`config.mk`:
```
export PLATFORM = sky130hd
export DESIGN_NAME = mips_multicycle_ctrl
export DESIGN_NICKNAME = d
export VERILOG_FILES = /design/src/rtl/mips_multicycle_ctrl.sv
export SDC_FILE = /design/constraint.sdc
export NUM_CORES = 1
export LEC_CHECK = 0
export ABC_CLOCK_PERIOD_IN_PS = 1850
export CORE_ASPECT_RATIO = 0.9
export CORE_MARGIN = 2
export CORE_UTILIZATION = 34
export CTS_CLUSTER_SIZE = 40
export DETAILED_ROUTE_END_ITERATION = 7
export PLACE_DENSITY_LB_ADDON = 0.15
export SLEW_MARGIN = 15
export SYNTH_ARGS = -nofsm -noshare
export SYNTH_HDL_FRONTEND = slang
export SYNTH_SLANG_ARGS = --single-unit
```
`constraint.sdc`:
```
create_clock -name clk -period 1.85 [get_ports clk]
set_input_delay 0.37 -clock clk [delete_from_list [all_inputs] [get_ports clk]]
set_output_delay 0.37 -clock clk [all_outputs]
set_load 0.05 [all_outputs]
```
`src/rtl/mips_multicycle_ctrl.sv`:
```
// ============================================================================
//  Module      : mips_multicycle_ctrl
//  Description : Multi-cycle MIPS sequencing controller. A Moore FSM that
//                steps lw/sw/R-type/beq/addi/j through a shared memory port
//                and ALU. It drives every datapath mux select and write
//                strobe each cycle and stalls on mem_ready.
//  Ports       : clk, rst (async, active-high)
//                op, funct        - instruction fields from the IR
//                zero             - ALU zero flag (beq resolution)
//                mem_ready        - memory access completes this cycle
//                IorD, IRWrite, MemWrite, PCEn, PCSrc, ALUSrcA, ALUSrcB,
//                ALUControl, RegWrite, RegDst, MemtoReg - datapath control
//                instr_done       - final cycle of each instruction
//                illegal          - unsupported encoding seen in DECODE
//                state_dbg        - current state encoding
//  Revision    : 1.0 - initial release
// ============================================================================
`default_nettype none

module mips_multicycle_ctrl #(
    parameter int FSM_W = 4
) (
    input  logic             clk,
    input  logic             rst,
    input  logic [5:0]       op,
    input  logic [5:0]       funct,
    input  logic             zero,
    input  logic             mem_ready,
    output logic             IorD,
    output logic             IRWrite,
    output logic             MemWrite,
    output logic             PCEn,
    output logic [1:0]       PCSrc,
    output logic             ALUSrcA,
    output logic [1:0]       ALUSrcB,
    output logic [2:0]       ALUControl,
    output logic             RegWrite,
    output logic             RegDst,
    output logic             MemtoReg,
    output logic             instr_done,
    output logic             illegal,
    output logic [FSM_W-1:0] state_dbg
);

    typedef enum logic [3:0] {
        S_FETCH  = 4'd0,
        S_DECODE = 4'd1,
        S_MEMADR = 4'd2,
        S_MEMRD  = 4'd3,
        S_MEMWB  = 4'd4,
        S_MEMWR  = 4'd5,
        S_EXEC   = 4'd6,
        S_ALUWB  = 4'd7,
        S_BRANCH = 4'd8,
        S_ADDIEX = 4'd9,
        S_ADDIWB = 4'd10,
        S_JUMP   = 4'd11
    } state_t;

    localparam logic [5:0] c_OP_RTYPE = 6'b000000;
    localparam logic [5:0] c_OP_LW    = 6'b100011;
    localparam logic [5:0] c_OP_SW    = 6'b101011;
    localparam logic [5:0] c_OP_BEQ   = 6'b000100;
    localparam logic [5:0] c_OP_ADDI  = 6'b001000;
    localparam logic [5:0] c_OP_J     = 6'b000010;

    localparam logic [2:0] c_ALU_ADD  = 3'b010;
    localparam logic [2:0] c_ALU_SUB  = 3'b110;
    localparam logic [2:0] c_ALU_AND  = 3'b000;
    localparam logic [2:0] c_ALU_OR   = 3'b001;
    localparam logic [2:0] c_ALU_SLT  = 3'b111;

    state_t     r_state;
    state_t     w_next;

    logic       w_funct_ok;
    logic [2:0] w_alu_funct;

    // Unqualified strobes; reset gating is applied at the output ports.
    logic       w_irwrite;
    logic       w_memwrite;
    logic       w_pcwrite;
    logic       w_branch;
    logic       w_regwrite;
    logic       w_done;
    logic       w_illegal;

    // R-type funct decode, shared by DECODE (legality) and EXEC (ALU op).
    always_comb begin
        w_funct_ok  = 1'b1;
        w_alu_funct = c_ALU_ADD;
        case (funct)
            6'b100000: w_alu_funct = c_ALU_ADD;
            6'b100010: w_alu_funct = c_ALU_SUB;
            6'b100100: w_alu_funct = c_ALU_AND;
            6'b100101: w_alu_funct = c_ALU_OR;
            6'b101010: w_alu_funct = c_ALU_SLT;
            default:   w_funct_ok  = 1'b0;
        endcase
    end

    always_ff @(posedge clk or posedge rst) begin
        if (rst) begin
            r_state <= S_FETCH;
        end else begin
            r_state <= w_next;
        end
    end

    always_comb begin
        w_next     = r_state;
        IorD       = 1'b0;
        PCSrc      = 2'b00;
        ALUSrcA    = 1'b0;
        ALUSrcB    = 2'b00;
        ALUControl = c_ALU_ADD;
        RegDst     = 1'b0;
        MemtoReg   = 1'b0;
        w_irwrite  = 1'b0;
        w_memwrite = 1'b0;
        w_pcwrite  = 1'b0;
        w_branch   = 1'b0;
        w_regwrite = 1'b0;
        w_done     = 1'b0;
        w_illegal  = 1'b0;

        case (r_state)
            S_FETCH: begin
                ALUSrcB   = 2'b01;
                w_irwrite = mem_ready;
                w_pcwrite = mem_ready;
                if (mem_ready) begin
                    w_next = S_DECODE;
                end
            end
            S_DECODE: begin
                // Branch target computed speculatively into ALUOut.
                ALUSrcB = 2'b11;
                case (op)
                    c_OP_LW, c_OP_SW: w_next = S_MEMADR;
                    c_OP_BEQ:         w_next = S_BRANCH;
                    c_OP_ADDI:        w_next = S_ADDIEX;
                    c_OP_J:           w_next = S_JUMP;
                    c_OP_RTYPE: begin
                        if (w_funct_ok) begin
                            w_next = S_EXEC;
                        end else begin
                            w_next    = S_FETCH;
                            w_illegal = 1'b1;
                            w_done    = 1'b1;
                        end
                    end
                    default: begin
                        w_next    = S_FETCH;
                        w_illegal = 1'b1;
                        w_done    = 1'b1;
                    end
                endcase
            end
            S_MEMADR: begin
                ALUSrcA = 1'b1;
                ALUSrcB = 2'b10;
                w_next  = (op == c_OP_SW) ? S_MEMWR : S_MEMRD;
            end
            S_MEMRD: begin
                IorD = 1'b1;
                if (mem_ready) begin
                    w_next = S_MEMWB;
                end
            end
            S_MEMWB: begin
                MemtoReg   = 1'b1;
                w_regwrite = 1'b1;
                w_done     = 1'b1;
                w_next     = S_FETCH;
            end
            S_MEMWR: begin
                IorD       = 1'b1;
                w_memwrite = mem_ready;
                w_done     = mem_ready;
                if (mem_ready) begin
                    w_next = S_FETCH;
                end
            end
            S_EXEC: begin
                ALUSrcA    = 1'b1;
                ALUControl = w_alu_funct;
                w_next     = S_ALUWB;
            end
            S_ALUWB: begin
                RegDst     = 1'b1;
                w_regwrite = 1'b1;
                w_done     = 1'b1;
                w_next     = S_FETCH;
            end
            S_BRANCH: begin
                ALUSrcA    = 1'b1;
                ALUControl = c_ALU_SUB;
                PCSrc      = 2'b01;
                w_branch   = 1'b1;
                w_done     = 1'b1;
                w_next     = S_FETCH;
            end
            S_ADDIEX: begin
                ALUSrcA = 1'b1;
                ALUSrcB = 2'b10;
                w_next  = S_ADDIWB;
            end
            S_ADDIWB: begin
                w_regwrite = 1'b1;
                w_done     = 1'b1;
                w_next     = S_FETCH;
            end
            S_JUMP: begin
                PCSrc     = 2'b10;
                w_pcwrite = 1'b1;
                w_done    = 1'b1;
                w_next    = S_FETCH;
            end
            default: begin
                w_next = S_FETCH;
            end
        endcase
    end

    // State is already FETCH during reset, so only the strobes need masking
    // (FETCH would otherwise raise IRWrite/PCEn on mem_ready).
    assign IRWrite    = w_irwrite  & ~rst;
    assign MemWrite   = w_memwrite & ~rst;
    assign PCEn       = (w_pcwrite | (w_branch & zero)) & ~rst;
    assign RegWrite   = w_regwrite & ~rst;
    assign instr_done = w_done     & ~rst;
    assign illegal    = w_illegal  & ~rst;
    assign state_dbg  = FSM_W'(r_state);

endmodule

`default_nettype wire

```
==> results of run 1 <==
==> what timing repair did <==
action | 4_1_cts
setup buffers | 12
gates resized for setup | 57
hold buffers | 0
setup endpoints to repair | 11
pin swaps | 22
==> stage by stage <==
stage | std cells | setup slack, ps | instance area [µm²]
after CTS | 200 | -266 | 1780
after detailed placement | 185 | -657 | 1590
after global placement | 185 | -607 | 1590
after floorplan | 100 | -301 | 867
==> cells by family after synthesis <==
kind of cell    share of synthesized area, %
compound gates                          27.2
mux                                     2.94
simple gates                            43.4
fa+ha+maj                               1.47
buf+inv                                 7.72
flops                                   14.7
xor+xnor                                2.57
==> results.py, run 1 <==
metrics = {
    "synthesis": {
        "synth_fp_nets": 116,
        "ys.flop_type": "dfrtp_1",
        "synth_top_area_share_pct": 14.7,
        "ys_top_cells_by_area": "dfrtp_1, a21oi_1, nand2b_1",
        "synth_most_common_cell": "nor2_1",
        "ys_types": 37,
        "yosys_warnings": 0,
        "synthCells": 100,
        "synth_edf_count": 0,
        "ys_ff_latch": 4,
        "ys_seq_area_share_pct": 14.7,
        "synth.avg_cell_area_um2": 6.81,
        "synth_top_cells_by_count": "nor2_1, a21oi_1, clkbuf_1, nand2b_1, o21ai_0",
        "synth_top_area_cell": "dfrtp_1",
        "async_flop_share_pct": 100,
        "synth_area_um2": 681,
    },
    "run_status": {
        "lastStage": "global routing",
        "status": "aborted with a tool error",
        "tool.error": "[ERROR DPL-0033] detailed placement checks failed during check placement.",
    },
    "die": {
        "io_pins": 37,
        "die_w_um": 51.2,
        "initial_utilization_pct": 35.9,
        "rows": 15,
        "die_y_um": 46.4,
    },
    "timing": {
        "worst_endpoint": "illegal",
        "worst_endpoint_kind": "output port",
    },
    "clock_tree": {
        "htreeDepth": 1,
        "numCtsBuffers": 3,
        "clockBufferDepth": 2,
        "clkSinkCount": 4,
        "cts_root_buf": "clkbuf_4",
    },
    "grt": {
        "grt_max_degree": 9,
        "antenna_found_initial": 0,
    },
    "placed_design": {
        "place_hpwl_um": 2360,
        "numPortBuffers": 36,
        "gp_congestion": 0.861,
    },
}
==> inputs of run 2 (changes only) <==
--- a/config.mk
+++ b/config.mk
@@ -5,12 +5,10 @@
 export SDC_FILE = /design/constraint.sdc
 export NUM_CORES = 1
 export LEC_CHECK = 0
-export ABC_CLOCK_PERIOD_IN_PS = 1850
-export CORE_ASPECT_RATIO = 0.9
-export CORE_MARGIN = 2
-export CORE_UTILIZATION = 34
-export CTS_CLUSTER_SIZE = 40
+export ABC_CLOCK_PERIOD_IN_PS = 2400
+export CORE_AREA = 2 2 63 65
 export DETAILED_ROUTE_END_ITERATION = 7
+export DIE_AREA = 0 0 65 67
 export PLACE_DENSITY_LB_ADDON = 0.15
 export SLEW_MARGIN = 15
 export SYNTH_ARGS = -nofsm -noshare
==> constraint.sdc (replaced) <==
create_clock -name clk -period 2.4 [get_ports clk]
set_input_delay 0.48 -clock clk [delete_from_list [all_inputs] [get_ports clk]]
set_output_delay 0.48 -clock clk [all_outputs]
set_load 0.05 [all_outputs]
==> results.py, run 2 <==
metrics = {
    "cells_and_area": {
        "antenna_cells": 0,
        "largest_register_ffs": 4,
        "design_area_um2": 1540,
        "final_common_cell": "buf_4",
        "final_cell_mix": "buf_4, buf_12, nor2_1, clkdlybuf4s50_1, a21oi_1",
        "nets": 176,
        "drive_above_1_share_pct": 46.5,
        "fill_cells": 375,
        "syn2layout_area_growth_pct": 127,
        "ff_latch_area_um2": 101,
        "multi_input_area_um2": 643,
    },
    "clock_tree": {
        "clkSinkCount": 4,
        "cts_tree": "done",
        "path_clk_slew_ps": 30,
        "cts_root_buf": "clkbuf_8",
        "clockBufferDepth": 2,
        "numCtsBuffers": 3,
        "htreeDepth": 1,
        "clock_latency_ps": 210,
    },
    "setup_path": {
        "worstRegToRegCells": 4,
        "crit_path_max_incr_delay_ps": 400,
        "critical_path_arrival_ps": 1870,
        "timing.rr.end": "state_dbg[2]",
        "worstPathRequired_ps": 1920,
        "r2r_slack_ps": 890,
        "cp.depth": 6,
        "cp_max_fo": 3,
        "critPathKind": "input pin to primary output",
        "worstSetupStartpointType": "input pin",
        "crit_family": "simple AND/OR/NAND/NOR gates",
        "r2r_start": "state_dbg[0]",
        "crit_buf_inv": 2,
        "crit_chain": "buf_6 > or3_4 > nor4_4 > a21oi_2 > a211oi_4 > buf_12",
        "crit_slowest_cell": "or3_4",
        "cp-end-kind": "primary output",
    },
    "grt": {
        "antenna_found_initial": 0,
        "globalRouteOverflowTotal": 0,
        "top_usage_layer": "met2",
        "gr-usage-met2_pct": 23.1,
        "grt_max_degree": 14,
        "globalRouteMet1Util_pct": 14.9,
        "grt_pass1_vias": 985,
        "track_usage_pct": 12.6,
        "grt_use_met3_pct": 2.70,
        "grt_pass1_wl_um": 4460,
    },
    "synthesis": {
        "synthMuxAreaShare_pct": 2.94,
        "ys_top_cells_by_area": "dfrtp_1, a21oi_1, nand2b_1",
        "synth_area_um2": 681,
        "synth_top_cells_by_count": "nor2_1, a21oi_1, clkbuf_1, nand2b_1, o21ai_0",
        "synth-xor-area-share_pct": 2.57,
        "synthAdderAreaFrac_pct": 1.47,
        "yosys.area_share.simple_pct": 43.4,
        "async_flop_share_pct": 100,
        "ys_seq_area_share_pct": 14.7,
        "ys.flop_type": "dfrtp_1",
        "synth_top_area_cell": "dfrtp_1",
        "ys_types": 37,
        "ys_ff_latch": 4,
        "synth.avg_cell_area_um2": 6.81,
        "synthCells": 100,
        "synth_compound_area_share_pct": 27.2,
        "synth_fp_nets": 116,
        "synth_edf_count": 0,
        "synth_top_area_share_pct": 14.7,
        "synth_most_common_cell": "nor2_1",
        "synth_top_family_by_area": "simple AND/OR/NAND/NOR gates",
        "yosys_warnings": 0,
    },
    "timing": {
        "finalMaxSlewViolations": 0,
        "clock_skew_ps": 1.71,
        "rsz0062_at_grt": "no",
        "tightest_slew_ps": 497,
        "slew_headroom_pct": 66.8,
        "finalSetupViolCount": 0,
        "max_freq_mhz": 426,
        "fin_crit_sh_pct": 97.9,
        "period_minus_slack_ps": 2350,
        "hold_viol": 0,
        "setup_tns_ps": 0,
    },
    "route": {
        "drc_errors": 0,
        "vias": 979,
        "final_antenna_net_count": 0,
        "drtIter0Drc": 35,
        "wl_um": 2610,
        "viasPerCell": 4.73,
        "wl_per_cell_um": 12.6,
        "firstDrtPassIters": 4,
    },
    "die": {
        "core_um2": 3610,
        "die_area_um2": 4360,
        "io_pins": 37,
        "die_w_um": 65,
        "die_y_um": 67,
        "rows": 22,
        "initial_utilization_pct": 18.9,
    },
    "pwr": {
        "ir_worst_vdd_v": 0.000255,
        "p_total_mw": 1.35,
        "powerDensity_nw_per_um2": 874,
        "leakage_nw": 0.650,
        "pwr-share-clk_pct": 10.9,
        "switchingPower_uw": 693,
        "pwr-share-comb_pct": 77.8,
        "power_report.internal_total_uw": 656,
        "pwr-share-seq_pct": 11.3,
        "p_sw_share_pct": 51.4,
    },
    "placed_design": {
        "numPortBuffers": 36,
        "gp_congestion": 0.766,
        "place_area_um2": 1430,
        "place_hpwl_um": 2050,
    },
    "min_path": {
        "hp-class": "input pin to register",
        "hold_end": "state_dbg[0]",
        "min_path_cells": 5,
        "hp-start": "op[0]",
    },
    "run": {
        "maxCapViolCount": 0,
    },
    "run_status": {
        "status": "complete, no violations",
    },
}
## run 2: worst max path at each step
stage               slack, ps    startpoint            end
global route                4  state_dbg[3]  ALUControl[2]
detailed placement       -310         op[3]        illegal
CTS                       0.2         op[1]        illegal
floorplan                 -80  state_dbg[0]           PCEn
global placement         -310         op[3]        illegal
finish                     50         op[5]     instr_done
## run 2: through the flow
step / util (%) / hold WS [ps] / cells / worst slack (ps)
CTS: 41.4 / 719 / 205 / 0.237
global placement: 39.6 / 812 / 200 / -310
floorplan: - / 257 / 100 / -81.6
global route: 42.8 / 767 / 207 / 3.80
detailed placement: 39.6 / 815 / 200 / -311
finish: 42.8 / 723 / 207 / 50.5
## run 2: routing by layer
layer  wire, µm  vias to the layer above
li1           -                      485
met5          0                        -
met3        142                        2
met1       1160                      463
met4         18                        0
met2       1290                       29
## run 2: area by class of cell
| cell class | count | area share [%] |
|---|---|---|
| inverter | 4 | 0.973 |
| clock buffer | 4 | 2.92 |
| timing repair buffer | 63 | 44.0 |
| tap | 48 | 3.89 |
| multi-input combinational | 84 | 41.7 |
| sequential | 4 | 6.57 |
## run 2: logic make-up after synthesis
family	after synthesis
flip-flops	4
adder cells (fa/ha/maj)	1
AND/OR/NAND/NOR	50
buffers and inverters	12
AO/OA/AOI/OAI	29
XOR/XNOR	2
multiplexers	2
## run 2: tightest hold or removal path, cell delays in order
cell and delay (ps):
buf_2 90, buf_4 120, nor4_1 50, nand4_1 80
a21oi_1 70
## run 2: timing repair
item / CTS / global route
gates resized for setup: 22 / 15
hold endpoints to repair: 0 / 0
setup endpoints to repair: 2 / 3
hold buffers: 0 / 0
buffers inserted: 1 / 2
pin swaps: 8 / 8
## run 2: power by group through the flow
stage | sequential, mW | combinational, mW | clock [mW]
floorplan | 0.181 | 0.544 | 0
global placement | 0.152 | 1.02 | 0
detailed placement | 0.153 | 1.03 | 0
CTS | 0.152 | 1.05 | 0.151
global route | 0.158 | 1.12 | 0.160
finish | 0.152 | 1.05 | 0.147
(Power assumes the default switching activity.)
